===== src/rtl/lvds_video_rx.sv =====
// rtl/lvds_video_rx.sv - 7:1 LVDS video receiver: word alignment, lock tracking and RGB666 unpack
module lvds_video_rx #(
    parameter logic [6:0] CLK_PATTERN = 7'b1100011,
    parameter int         LOCK_COUNT  = 4,
    parameter int         MISS_LIMIT  = 2
) (
    input  logic       clk,
    input  logic       rst,
    input  logic       lane_clk,
    input  logic       lane1,
    input  logic       lane2,
    input  logic       lane3,
    output logic       pix_valid,
    output logic [7:0] Red,
    output logic [7:0] Green,
    output logic [7:0] Blue,
    output logic       HSync,
    output logic       VSync,
    output logic       DataEnable,
    output logic       locked,
    output logic [7:0] err_cnt
);

    typedef enum logic {HUNT, LOCKED} state_t;

    localparam logic [3:0] LOCK_C = 4'(LOCK_COUNT);
    localparam logic [3:0] MISS_C = 4'(MISS_LIMIT);

    state_t      state_q, state_d;
    logic [6:0]  sr_clk_q, sr_clk_d;
    logic [6:0]  sr1_q, sr1_d;
    logic [6:0]  sr2_q, sr2_d;
    logic [6:0]  sr3_q, sr3_d;
    logic [2:0]  phase_q, phase_d;
    logic [3:0]  hit_cnt_q, hit_cnt_d;
    logic [3:0]  miss_cnt_q, miss_cnt_d;
    logic [7:0]  err_cnt_q, err_cnt_d;
    logic        pix_valid_q, pix_valid_d;
    logic [5:0]  red_q, red_d;
    logic [5:0]  green_q, green_d;
    logic [5:0]  blue_q, blue_d;
    logic        hs_q, hs_d;
    logic        vs_q, vs_d;
    logic        de_q, de_d;
    logic        hit;

    assign hit = (sr_clk_q == CLK_PATTERN);

    always_comb begin
        state_d     = state_q;
        sr_clk_d    = {sr_clk_q[5:0], lane_clk};
        sr1_d       = {sr1_q[5:0], lane1};
        sr2_d       = {sr2_q[5:0], lane2};
        sr3_d       = {sr3_q[5:0], lane3};
        phase_d     = (phase_q == 3'd6) ? 3'd0 : phase_q + 3'd1;
        hit_cnt_d   = hit_cnt_q;
        miss_cnt_d  = miss_cnt_q;
        err_cnt_d   = err_cnt_q;
        pix_valid_d = 1'b0;
        red_d       = red_q;
        green_d     = green_q;
        blue_d      = blue_q;
        hs_d        = hs_q;
        vs_d        = vs_q;
        de_d        = de_q;

        case (state_q)
            HUNT: begin
                // Each hit re-anchors the word phase, so a chain is aligned only at 7-clk spacing
                if (hit) begin
                    phase_d   = 3'd0;
                    hit_cnt_d = (phase_q == 3'd6) ? hit_cnt_q + 4'd1 : 4'd1;
                    if (hit_cnt_d >= LOCK_C) begin
                        state_d    = LOCKED;
                        miss_cnt_d = 4'd0;
                    end
                end
            end
            LOCKED: begin
                if (phase_q == 3'd6) begin
                    if (hit) begin
                        miss_cnt_d  = 4'd0;
                        pix_valid_d = 1'b1;
                        red_d   = {sr1_q[1], sr1_q[2], sr1_q[3], sr1_q[4], sr1_q[5], sr1_q[6]};
                        green_d = {sr2_q[2], sr2_q[3], sr2_q[4], sr2_q[5], sr2_q[6], sr1_q[0]};
                        blue_d  = {sr3_q[3], sr3_q[4], sr3_q[5], sr3_q[6], sr2_q[0], sr2_q[1]};
                        hs_d    = sr3_q[2];
                        vs_d    = sr3_q[1];
                        de_d    = sr3_q[0];
                    end else begin
                        miss_cnt_d = miss_cnt_q + 4'd1;
                        if (err_cnt_q != 8'hFF) begin
                            err_cnt_d = err_cnt_q + 8'd1;
                        end
                        if (miss_cnt_d >= MISS_C) begin
                            state_d   = HUNT;
                            hit_cnt_d = 4'd0;
                        end
                    end
                end
            end
            default: state_d = HUNT;
        endcase
    end

    always_ff @(posedge clk) begin
        if (!rst) begin
            state_q     <= HUNT;
            sr_clk_q    <= 7'd0;
            sr1_q       <= 7'd0;
            sr2_q       <= 7'd0;
            sr3_q       <= 7'd0;
            phase_q     <= 3'd0;
            hit_cnt_q   <= 4'd0;
            miss_cnt_q  <= 4'd0;
            err_cnt_q   <= 8'd0;
            pix_valid_q <= 1'b0;
            red_q       <= 6'd0;
            green_q     <= 6'd0;
            blue_q      <= 6'd0;
            hs_q        <= 1'b0;
            vs_q        <= 1'b0;
            de_q        <= 1'b0;
        end else begin
            state_q     <= state_d;
            sr_clk_q    <= sr_clk_d;
            sr1_q       <= sr1_d;
            sr2_q       <= sr2_d;
            sr3_q       <= sr3_d;
            phase_q     <= phase_d;
            hit_cnt_q   <= hit_cnt_d;
            miss_cnt_q  <= miss_cnt_d;
            err_cnt_q   <= err_cnt_d;
            pix_valid_q <= pix_valid_d;
            red_q       <= red_d;
            green_q     <= green_d;
            blue_q      <= blue_d;
            hs_q        <= hs_d;
            vs_q        <= vs_d;
            de_q        <= de_d;
        end
    end

    assign pix_valid  = pix_valid_q;
    assign Red        = {2'b00, red_q};
    assign Green      = {2'b00, green_q};
    assign Blue       = {2'b00, blue_q};
    assign HSync      = hs_q;
    assign VSync      = vs_q;
    assign DataEnable = de_q;
    assign locked     = (state_q == LOCKED);
    assign err_cnt    = err_cnt_q;

endmodule


===== config.mk =====
export PLATFORM = sky130hd
export DESIGN_NAME = lvds_video_rx
export DESIGN_NICKNAME = d
export VERILOG_FILES = /design/src/rtl/lvds_video_rx.sv
export SDC_FILE = /design/constraint.sdc
export NUM_CORES = 1
export LEC_CHECK = 0
export ABC_AREA = 1
export CORE_MARGIN = 2
export CORE_UTILIZATION = 25
export DETAILED_ROUTE_END_ITERATION = 6
export PLACE_DENSITY = 0.47
export RECOVER_POWER = 50
export SLEW_MARGIN = 15
export SYNTH_ARGS = -nofsm -noshare
export SYNTH_HDL_FRONTEND = slang
export SYNTH_SLANG_ARGS = --single-unit

===== constraint.sdc =====
create_clock -name clk -period 1.4 [get_ports clk]
set_input_delay 0.14 -clock clk [delete_from_list [all_inputs] [get_ports clk]]
set_output_delay 0.14 -clock clk [all_outputs]
set_load 0.05 [all_outputs]

==> results.py <==
metrics = {
    "run_status": {
        "status": "completed",
    },
    "sta": {
        "setup_viol_count_final": 0,
        "hold_ws_ns": 0.1177,
        "fin_crit_sh": 0.9857,
        "finalWorstSetupSlack_ns": 0.01995,
        "grt_setup_unrepaired": "true",
        "setup_tns_ns": 0,
        "finClkSkew_ns": 0.01246,
        "hold_viol": 0,
        "slew_violations": 0,
        "fmax_mhz": 724.6,
        "finalCriticalPeriod_ns": 1.380,
    },
    "setup_path": {
        "r2r_cells": 7,
        "regToRegSetupSlack_ns": 0.02,
        "cpMaxStageDelayCell": "dfxtp_4",
        "max_stage_delay_ns": 0.36,
        "crit_buf_inv": 1,
        "required_ns": 1.64,
        "worstSetupEndpointType": "register",
        "path_class": "reg -> reg",
        "regToRegStartpoint": "err_cnt[0]$_SDFFE_PN0P_",
        "path_cells": "ha_4 -> nand3_4 -> nor2_4 -> nand3b_1 -> buf_6 -> a31oi_4 -> nor2_1",
        "crit_family": "simple AND/OR/NAND/NOR gates",
        "cp_max_fo": 3,
        "reg2reg_to": "err_cnt[2]$_SDFFE_PN0P_",
        "startpoint_type": "register",
        "arrival_ns": 1.62,
    },
    "job": {
        "drv_cap": 0,
    },
    "hold_path": {
        "hold_end": "sr_clk_q[6]$_SDFF_PN0_",
        "min_path_type": "in -> reg",
        "min-delay-start": "rst",
        "whs_path_depth": 3,
    },
    "die": {
        "fp-row-count": 38,
        "boundaryPins": 43,
        "fp.dieW_um": 109.1,
        "design.core.area_um2": 10790,
        "start_util": 0.2559,
        "die_area_um2": 11900,
        "die_h_um": 109.1,
    },
    "finish": {
        "syn2layout_area_growth_pct": 37.61,
        "postLayoutCellArea_um2": 3800,
        "fill_cells": 1126,
        "layout-drive-gt1-share": 0.2721,
        "layout_commonest_cell": "nand2_1",
        "layout_common_cells": "71 x nand2_1, 60 x dfxtp_1, 56 x inv_1",
        "num_antenna_cells": 0,
        "layout.nets": 435,
    },
    "yosys": {
        "yosysSeqAreaShare": 0.5075,
        "netlist_instances": 364,
        "yosysTopAreaCellShare": 0.5075,
        "synth.avg_cell_area_um2": 7.586,
        "ys_ff_latch": 70,
        "synthTopCellsByArea": "dfxtp_1 51%, nand2_1 9.9%, nor2_1 8.6%",
        "syn_area_um2": 2761,
        "synth_area_leader_cell": "dfxtp_1",
        "ys_warn_count": 0,
        "ys_types": 29,
    },
    "global_routing": {
        "grt_pass1_wl_um": 9625,
        "grt_pass1_vias": 2236,
        "grt-ovfl-total": 0,
        "antenna_found_initial": 0,
        "grt_max_degree": 43,
        "grt_usage": 0.1024,
    },
    "clocking": {
        "root_buffer": "clkbuf_8",
        "clock_latency_ns": 0.36,
        "cts_hold_buffers": 0,
        "cts_buffers": 9,
        "cts.sinks": 70,
        "tritoncts": "yes",
        "clkTransAtPathRegs_ns": 0.09,
        "htree_num_levels": 3,
        "max-clock-path-buffers": 2,
    },
    "routing": {
        "avgRoutedWirePerCell_um": 9.660,
        "ant_nets": 0,
        "first_pass_iters": 4,
        "routed_wl_um": 5506,
        "vias": 2333,
        "via_per_inst": 4.093,
        "drc": 0,
        "drtIter0Drc": 60,
    },
    "power_and_ir_drop": {
        "vdd_drop_max_uv": 363.2,
        "p_leak_nw": 1.877,
        "pwr_density_cell_nw_per_um2": 975.8,
    },
    "placed_design": {
        "dp_hpwl_um": 3705,
        "dp_slack_ns": -0.02670,
        "dpl_cell_area_um2": 3456,
        "io_buffer_count": 36,
        "gp_congestion": 0.7330,
    },
}
[cells in the mapped netlist]
library cell	n
nand2_1	73
dfxtp_1	70
nor2_1	63
inv_1	56
o21ai_0	24
nand3_1	18
a21oi_1	8
nand4_1	7
buf_4	6
clkbuf_1	6
buf_2	4
ha_1	4
nor3_1	3
nand2_2	2
nor2_8	2
o21a_1	2
o21bai_1	2
or2_2	2
xor2_1	2
a21oi_2	1
a31oi_1	1
buf_6	1
clkinv_1	1
conb_1	1
nand2_4	1
nand3b_1	1
nor2_4	1
o21ai_1	1
o21bai_2	1
[sequential cells by signal, summed over array words and instances (netlist names)]
name / count
green_q: 6
hit_cnt_q: 4
err_cnt: 8
VSync: 1
sr1_q: 7
red_q: 6
blue_q: 6
miss_cnt_q: 4
sr_clk_q: 7
locked: 1
HSync: 1
sr2_q: 7
sr3_q: 7
pix_valid: 1
phase_q: 3
DataEnable: 1
[through the flow]
stage | cells | util | power [mW]
2_1_floorplan | 369 | - | 2.171
3_3_place_gp | 548 | 0.3202 | 2.193
3_5_place_dp | 548 | 0.3202 | 2.194
4_1_cts | 564 | 0.3386 | 3.770
5_1_grt | 570 | 0.3521 | 3.891
6_report | 570 | 0.3521 | 3.708
[power by group]
| group | switching, mW | leakage, nW | total (mW) | internal [mW] |
|---|---|---|---|---|
| clock network | 0.879 | 0.0931 | 1.56 | 0.683 |
| registers | 0.0161 | 0.572 | 2.03 | 2.01 |
| logic | 0.0851 | 1.21 | 0.119 | 0.0344 |
| total | 0.980 | 1.88 | 3.71 | 2.73 |
[worst max path at each step]
stage	start	endpoint	slack, ns	cells past startpoint
6_report	err_cnt[0]$_SDFFE_PN0P_	err_cnt[2]$_SDFFE_PN0P_	0.02	7
5_1_grt	err_cnt[0]$_SDFFE_PN0P_	err_cnt[3]$_SDFFE_PN0P_	-0.07	8
3_5_place_dp	miss_cnt_q[1]$_SDFFE_PN0P_	hit_cnt_q[1]$_SDFFE_PN0P_	-0.03	8
4_1_cts	hit_cnt_q[0]$_SDFFE_PN0P_	miss_cnt_q[1]$_SDFFE_PN0P_	-0.01	8
2_1_floorplan	err_cnt[1]$_SDFFE_PN0P_	err_cnt[7]$_SDFFE_PN0P_	-0.11	8
3_3_place_gp	err_cnt[1]$_SDFFE_PN0P_	err_cnt[7]$_SDFFE_PN0P_	-0.03	7
[tightest hold or removal path: stages]
cell and delay, ns:
buf_2 0.18, nand2_1 0.09, inv_1 0.03
[area by class of cell]
cell class,instances,area [um2],area share
Inverter,57,214.0,0.05631
Clock buffer,9,123.9,0.03260
Timing Repair Buffer,61,590.6,0.1554
Multi-Input combinational cell,226,1215,0.3197
Tap cell,140,175.2,0.04610
Sequential cell,70,1419,0.3734
Clock inverter,7,62.56,0.01646
[per-layer routing]
layer,vias to the layer above,track usage,part of all wire
met5,-,0,0
met4,0,0.04945,0.019
met3,11,0.03407,0.042
met2,42,0.1597,0.44
met1,1054,0.1264,0.50
li1,1226,-,-
[cell families (layout without fill, tap and decap cells)]
family          Yosys count  after routing  synth area share
compound gates           40             40           0.08020
xor+xnor                  2              2          0.006345
fa+ha+maj                 4              4           0.01812
buf+inv                  74            134            0.1133
flops                    70             70            0.5075
other cells               1              6          0.001358
simple gates            173            174            0.2732
[repair_timing]
item | 4_1_cts | 5_1_grt
cloned | 0 | 1
gates resized for setup | 3 | 30
buffers inserted | 0 | 5
endpoints found under the setup margin | 8 | 39
pin swaps | 0 | 12
Power figures use the tool's default switching activity.
==> RTL change 1 (same flow settings) <==
Register the inputs `lane1`, `lane2` and `lane3` before use, without a reset. The logic sees them one clock later.
--- a/src/rtl/lvds_video_rx.sv
+++ b/src/rtl/lvds_video_rx.sv
@@ -27,4 +27,14 @@
     localparam logic [3:0] MISS_C = 4'(MISS_LIMIT);
 
+    logic lane1_q;
+    logic lane2_q;
+    logic lane3_q;
+
+    always_ff @(posedge clk) begin
+        lane1_q <= lane1;
+        lane2_q <= lane2;
+        lane3_q <= lane3;
+    end
+
     state_t      state_q, state_d;
     logic [6:0]  sr_clk_q, sr_clk_d;
@@ -50,7 +60,7 @@
         state_d     = state_q;
         sr_clk_d    = {sr_clk_q[5:0], lane_clk};
-        sr1_d       = {sr1_q[5:0], lane1};
-        sr2_d       = {sr2_q[5:0], lane2};
-        sr3_d       = {sr3_q[5:0], lane3};
+        sr1_d       = {sr1_q[5:0], lane1_q};
+        sr2_d       = {sr2_q[5:0], lane2_q};
+        sr3_d       = {sr3_q[5:0], lane3_q};
         phase_d     = (phase_q == 3'd6) ? 3'd0 : phase_q + 3'd1;
         hit_cnt_d   = hit_cnt_q;
Check against the original RTL: no difference found for any inputs over 10 cycles, from zero or initial values and one cycle with rst low; that may be too few to reach the edited logic, so the function may still have changed.
==> RTL change 1 against the original RTL <==
Synthesized area is 3.4% higher. Power increased by 16%. Critical path depth is 1 higher. Worst setup slack improved by 56 ps. Global-route usage decreased by 0.78 points. Wire length is 2.5% higher. Sequential cell count increased by 3. Clock skew decreased by 7.1 ps. Clock power is 32% higher. Non-clock buffer count shrank 2. Design area rose by 4.3%. Largest cell class unchanged. Largest power group unchanged.
==> RTL change 1: results (changes against the original RTL) <==
[place]
port-buffer-count = 36  ; unchanged
gp_congestion = 0.8123  ; +11%
place_ws_ps = -6.933  ; +19.76 ps
dp_hpwl_um = 3594  ; -3.0%

[drt]
wl_per_cell_um = 9.986  ; +3.4%
ant_nets = 0  ; unchanged
first_iter_violations = 69  ; +15%
vias_per_cell = 4.081  ; -0.28%
first_pass_iters = 4  ; unchanged

[worst_setup_path]
reg2reg_from = miss_cnt_q[0]
reg2reg_depth = 8  ; +1
reg2reg_slack_ps = 80  ; +60 ps
cp.arrival_ps = 1580  ; -40 ps
path_max_fanout = 5  ; +2
max_stage_delay_ps = 360  ; about the same
crit_family = simple AND/OR/NAND/NOR gates
crit_slowest_cell = dfxtp_4
rr_endpoint = hit_cnt_q[1]

[hold_path]
worstHoldStart = rst
min_path_type = in2reg
holdPathStages = 3  ; unchanged
whs_endpoint = miss_cnt_q[0]

[grt]
grt_pass1_wl_um = 9508  ; -1.2%
grt_pass1_vias = 2145  ; -4.1%
grt_usage_pct = 9.456  ; -0.78 points
grt_antenna_before_repair = 0  ; unchanged
grt_max_degree = 50  ; +16%

[clock_network]
ctsResizeCount = 5  ; +2
postCtsSetupBuffers = 5  ; +5
cts_max_path_buffers = 2  ; unchanged
htreeDepth = 3  ; unchanged
path_clk_slew_ps = 60  ; -30 ps
cts_buffers = 9  ; unchanged
worstSkewPairLatency_ps = 330  ; -30 ps
root_buffer = clkbuf_16

[synthesis]
synthTopCellsByArea = dfxtp_1 (51%), nand2_1 (8.9%), nor2_1 (6.7%)
synthMuxAreaShare_pct = 0  ; unchanged
synth_xor_area_share_pct = 1.533  ; +0.90 points
ys_types = 31  ; +6.9%
synthAdderAreaFrac_pct = 1.752  ; -0.060 points
ys_top_cells_by_count = dfxtp_1 (73), nand2_1 (68), nor2_1 (51)
synth_compound_area_share_pct = 7.227  ; -0.79 points
async_flop_share_pct = 0  ; unchanged
ys_warn_count = 0  ; unchanged
synth-seq-area-share_pct = 51.16  ; +0.41 points
synth_top_family_by_area = simple AND/OR/NAND/NOR gates

[finish]
num-fill-cells = 1142  ; +1.4%
drive_gt1_share_pct = 27.73  ; +0.52 points
largest_reg_flops = 8  ; unchanged
diodes = 0  ; unchanged
nNetsFinal = 427  ; -1.8%

[timing]
finalClockSkew_ps = 5.346  ; -7.112 ps
whs_ps = 149.5  ; +31.80 ps
hold_viol_final = 0  ; unchanged

[pwr]
ir_drop_mv = 0.6596  ; +82%
p_leak_nw = 1.986  ; +5.8%

[run_status]
outcome = completed

## RTL change 1: cell count changes after synthesis, sizes merged, moves of 5 or more
cell   unedited run  this run
nand3            18        23
inv              56        50
nand4             7         2
a21oi             9        16
## RTL change 1: routing by layer
layer / track usage, % / up-vias / wire (um)
li1: - / 1214 / -
met1: 11.37 / 1038 / 2644
met2: 15.01 / 42 / 2608
met3: 2.788 / 12 / 258
met4: 5.500 / 0 / 131
met5: 0 / - / 0
## RTL change 1: layout make-up
type,instances,share of cell area (%)
flip-flops and latches,73,37.33
multi-input cells,224,30.61
clock inverters,7,1.136
inverters,50,4.860
well taps,143,4.512
repair buffers,59,15.87
clock buffers,9,5.680
## RTL change 1: how the worst max path moves through the flow
stage,from,endpoint,cells after the start
6_report,miss_cnt_q[0],hit_cnt_q[1],8
5_1_grt,sr_clk_q[3],hit_cnt_q[3],6
4_1_cts,phase_q[1],red_q[3],7
3_5_place_dp,err_cnt[0],err_cnt[5],7
3_3_place_gp,err_cnt[0],err_cnt[5],7
2_1_floorplan,err_cnt[0],err_cnt[7],7
## RTL change 1: worst reg2reg max path: cells and delay by family (launching register included)
| kind | cells | cell delay [ps] |
|---|---|---|
| AO/OA/AOI/OAI | 1 | 140 |
| AND/OR/NAND/NOR | 6 | 550 |
| flip-flops | 1 | 360 |
| adder cells (fa/ha/maj) | 1 | 210 |
## RTL change 1: report_power, final
group / switching (mW) / internal (mW)
logic: 0.0836 / 0.0323
registers: 0.0164 / 2.10
clock network: 0.868 / 1.19
## RTL change 1: through the flow
step / utilization [%] / cell area, um^2 / instances
global placement: 30.96 / 3490 / 536
detailed placement: 30.96 / 3490 / 536
global route: 35.18 / 3965 / 565
CTS: 33.97 / 3829 / 558
finish: 35.18 / 3965 / 565
floorplan: - / 2898 / 362
==> RTL change 2 (same settings) <==
Made on the original files. Make the reset (`rst`) asynchronous in one clocked block.
--- a/src/rtl/lvds_video_rx.sv
+++ b/src/rtl/lvds_video_rx.sv
@@ -104,5 +104,5 @@
     end
 
-    always_ff @(posedge clk) begin
+    always_ff @(posedge clk or negedge rst) begin
         if (!rst) begin
             state_q     <= HUNT;
Check against the original RTL: no difference found for any inputs over 10 cycles, from zero or initial values and one cycle with rst low; that may be too few to reach the edited logic, so the function may still have changed.
==> RTL change 2 against the original RTL <==
The run now ends with setup timing left. Synthesized cell count decreased by 25%. Worst setup slack got worse by 41 ps. Hold slack improved by 35 ps. Synthesized area increased by 1.5%. Sequential cell count unchanged. Design area up 9.1%. Wire length is 1.6% lower. Non-clock buffer count grew 3. Highest routed layer unchanged.
Power is not compared: it rests on default switching activity, and its combinational part moved more than twofold at a synthesized area within 25%.
==> RTL change 2: results (changes against the original RTL) <==
[run_status]
outcome = finished, violations left
violations = setup timing

[worst_setup_path]
cp.arrival_ps = 1650  ; +30 ps
rr_endpoint = miss_cnt_q[2]
path_max_fanout = 4  ; +1
crit_family = buffers and inverters
crit_slowest_cell = dfrtp_1
max_stage_delay_ps = 410  ; +50 ps

[clock_network]
worstSkewPairLatency_ps = 340  ; -20 ps
path_clk_slew_ps = 70  ; -20 ps

[synthesis]
synth-seq-area-share_pct = 62.47  ; +12 points
ys_top_cells_by_count = nand2_1 (108), dfrtp_1 (70), nand3_1 (17)
async_flop_share_pct = 100.0  ; +100 points
syn_area_per_cell_um2 = 10.23  ; +35%

[timing]
final-setup-viol-count = 5  ; +5
fin_ws_ps = -21.04  ; -40.99 ps
whs_ps = 152.9  ; +35.21 ps
setup-tns-final_ps = -34.98  ; -34.98 ps

[drt]
first_iter_violations = 97  ; +62%
dr_wl_met2_um = 2596  ; +6.7%
wl_per_cell_um = 11.10  ; +15%

[grt]
grt_pass1_vias = 2019  ; -9.7%

[finish]
drive_gt1_share_pct = 43.39  ; +16 points

[place]
dpl-instance-area_um2 = 3610  ; +4.5%

[hold_path]
min_path_type = in2async

==> RTL change 2: worst max-delay path by stage <==
| stage | start | endpoint | depth (start not counted) |
|---|---|---|---|
| floorplan | locked | miss_cnt_q[0] | 5 |
| global placement | miss_cnt_q[0] | hit_cnt_q[2] | 8 |
| detailed placement | miss_cnt_q[1] | hit_cnt_q[2] | 9 |
| CTS | miss_cnt_q[1] | hit_cnt_q[2] | 9 |
| global route | miss_cnt_q[0] | miss_cnt_q[2] | 7 |
| finish | miss_cnt_q[0] | miss_cnt_q[2] | 7 |
==> RTL change 2: report_power, final <==
part	internal (mW)	switching (mW)	total, mW
Sequential	2.11	0.0880	2.20
Combinational	0.111	0.228	0.339
Clock	0.835	0.766	1.60
Total	3.06	1.08	4.14
==> RTL change 2: area by class of cell <==
cell class	count	area [um^2]
Clock inverter	6	70.07
Timing Repair Buffer	64	778.2
Sequential cell	70	1760
Tap cell	140	175.2
Clock buffer	10	127.6
Multi-Input combinational cell	177	1144
Inverter	21	88.84
Fill cell	1062	6744
==> RTL change 2: routing by layer <==
layer  vias up  GRT usage, %
met2        51         15.34
met1       950         12.44
li1        993             -
met4         0         4.250
met3         7         3.260
met5         -             0
==> RTL change 2: timing repair <==
action,CTS,global route
hold endpoints to repair,70,0
gates cloned,0,3
gates resized for setup,6,61
hold buffers,1,0
setup buffers,2,4
setup endpoints to repair,22,37
pin swaps,3,25
==> RTL change 2: cell families (layout without fill, tap and decap cells) <==
family | Yosys count | count (layout) | synth area share, %
xor gates and xnor gates | 8 | 8 | 2.767
and+or+nand+nor | 156 | 156 | 26.24
adders and majority gates | 4 | 4 | 1.785
AOI/OAI and AO/OA | 3 | 3 | 0.6691
other | 1 | 6 | 0.1337
DFF | 70 | 70 | 62.47
buffers and inverters | 32 | 101 | 5.935
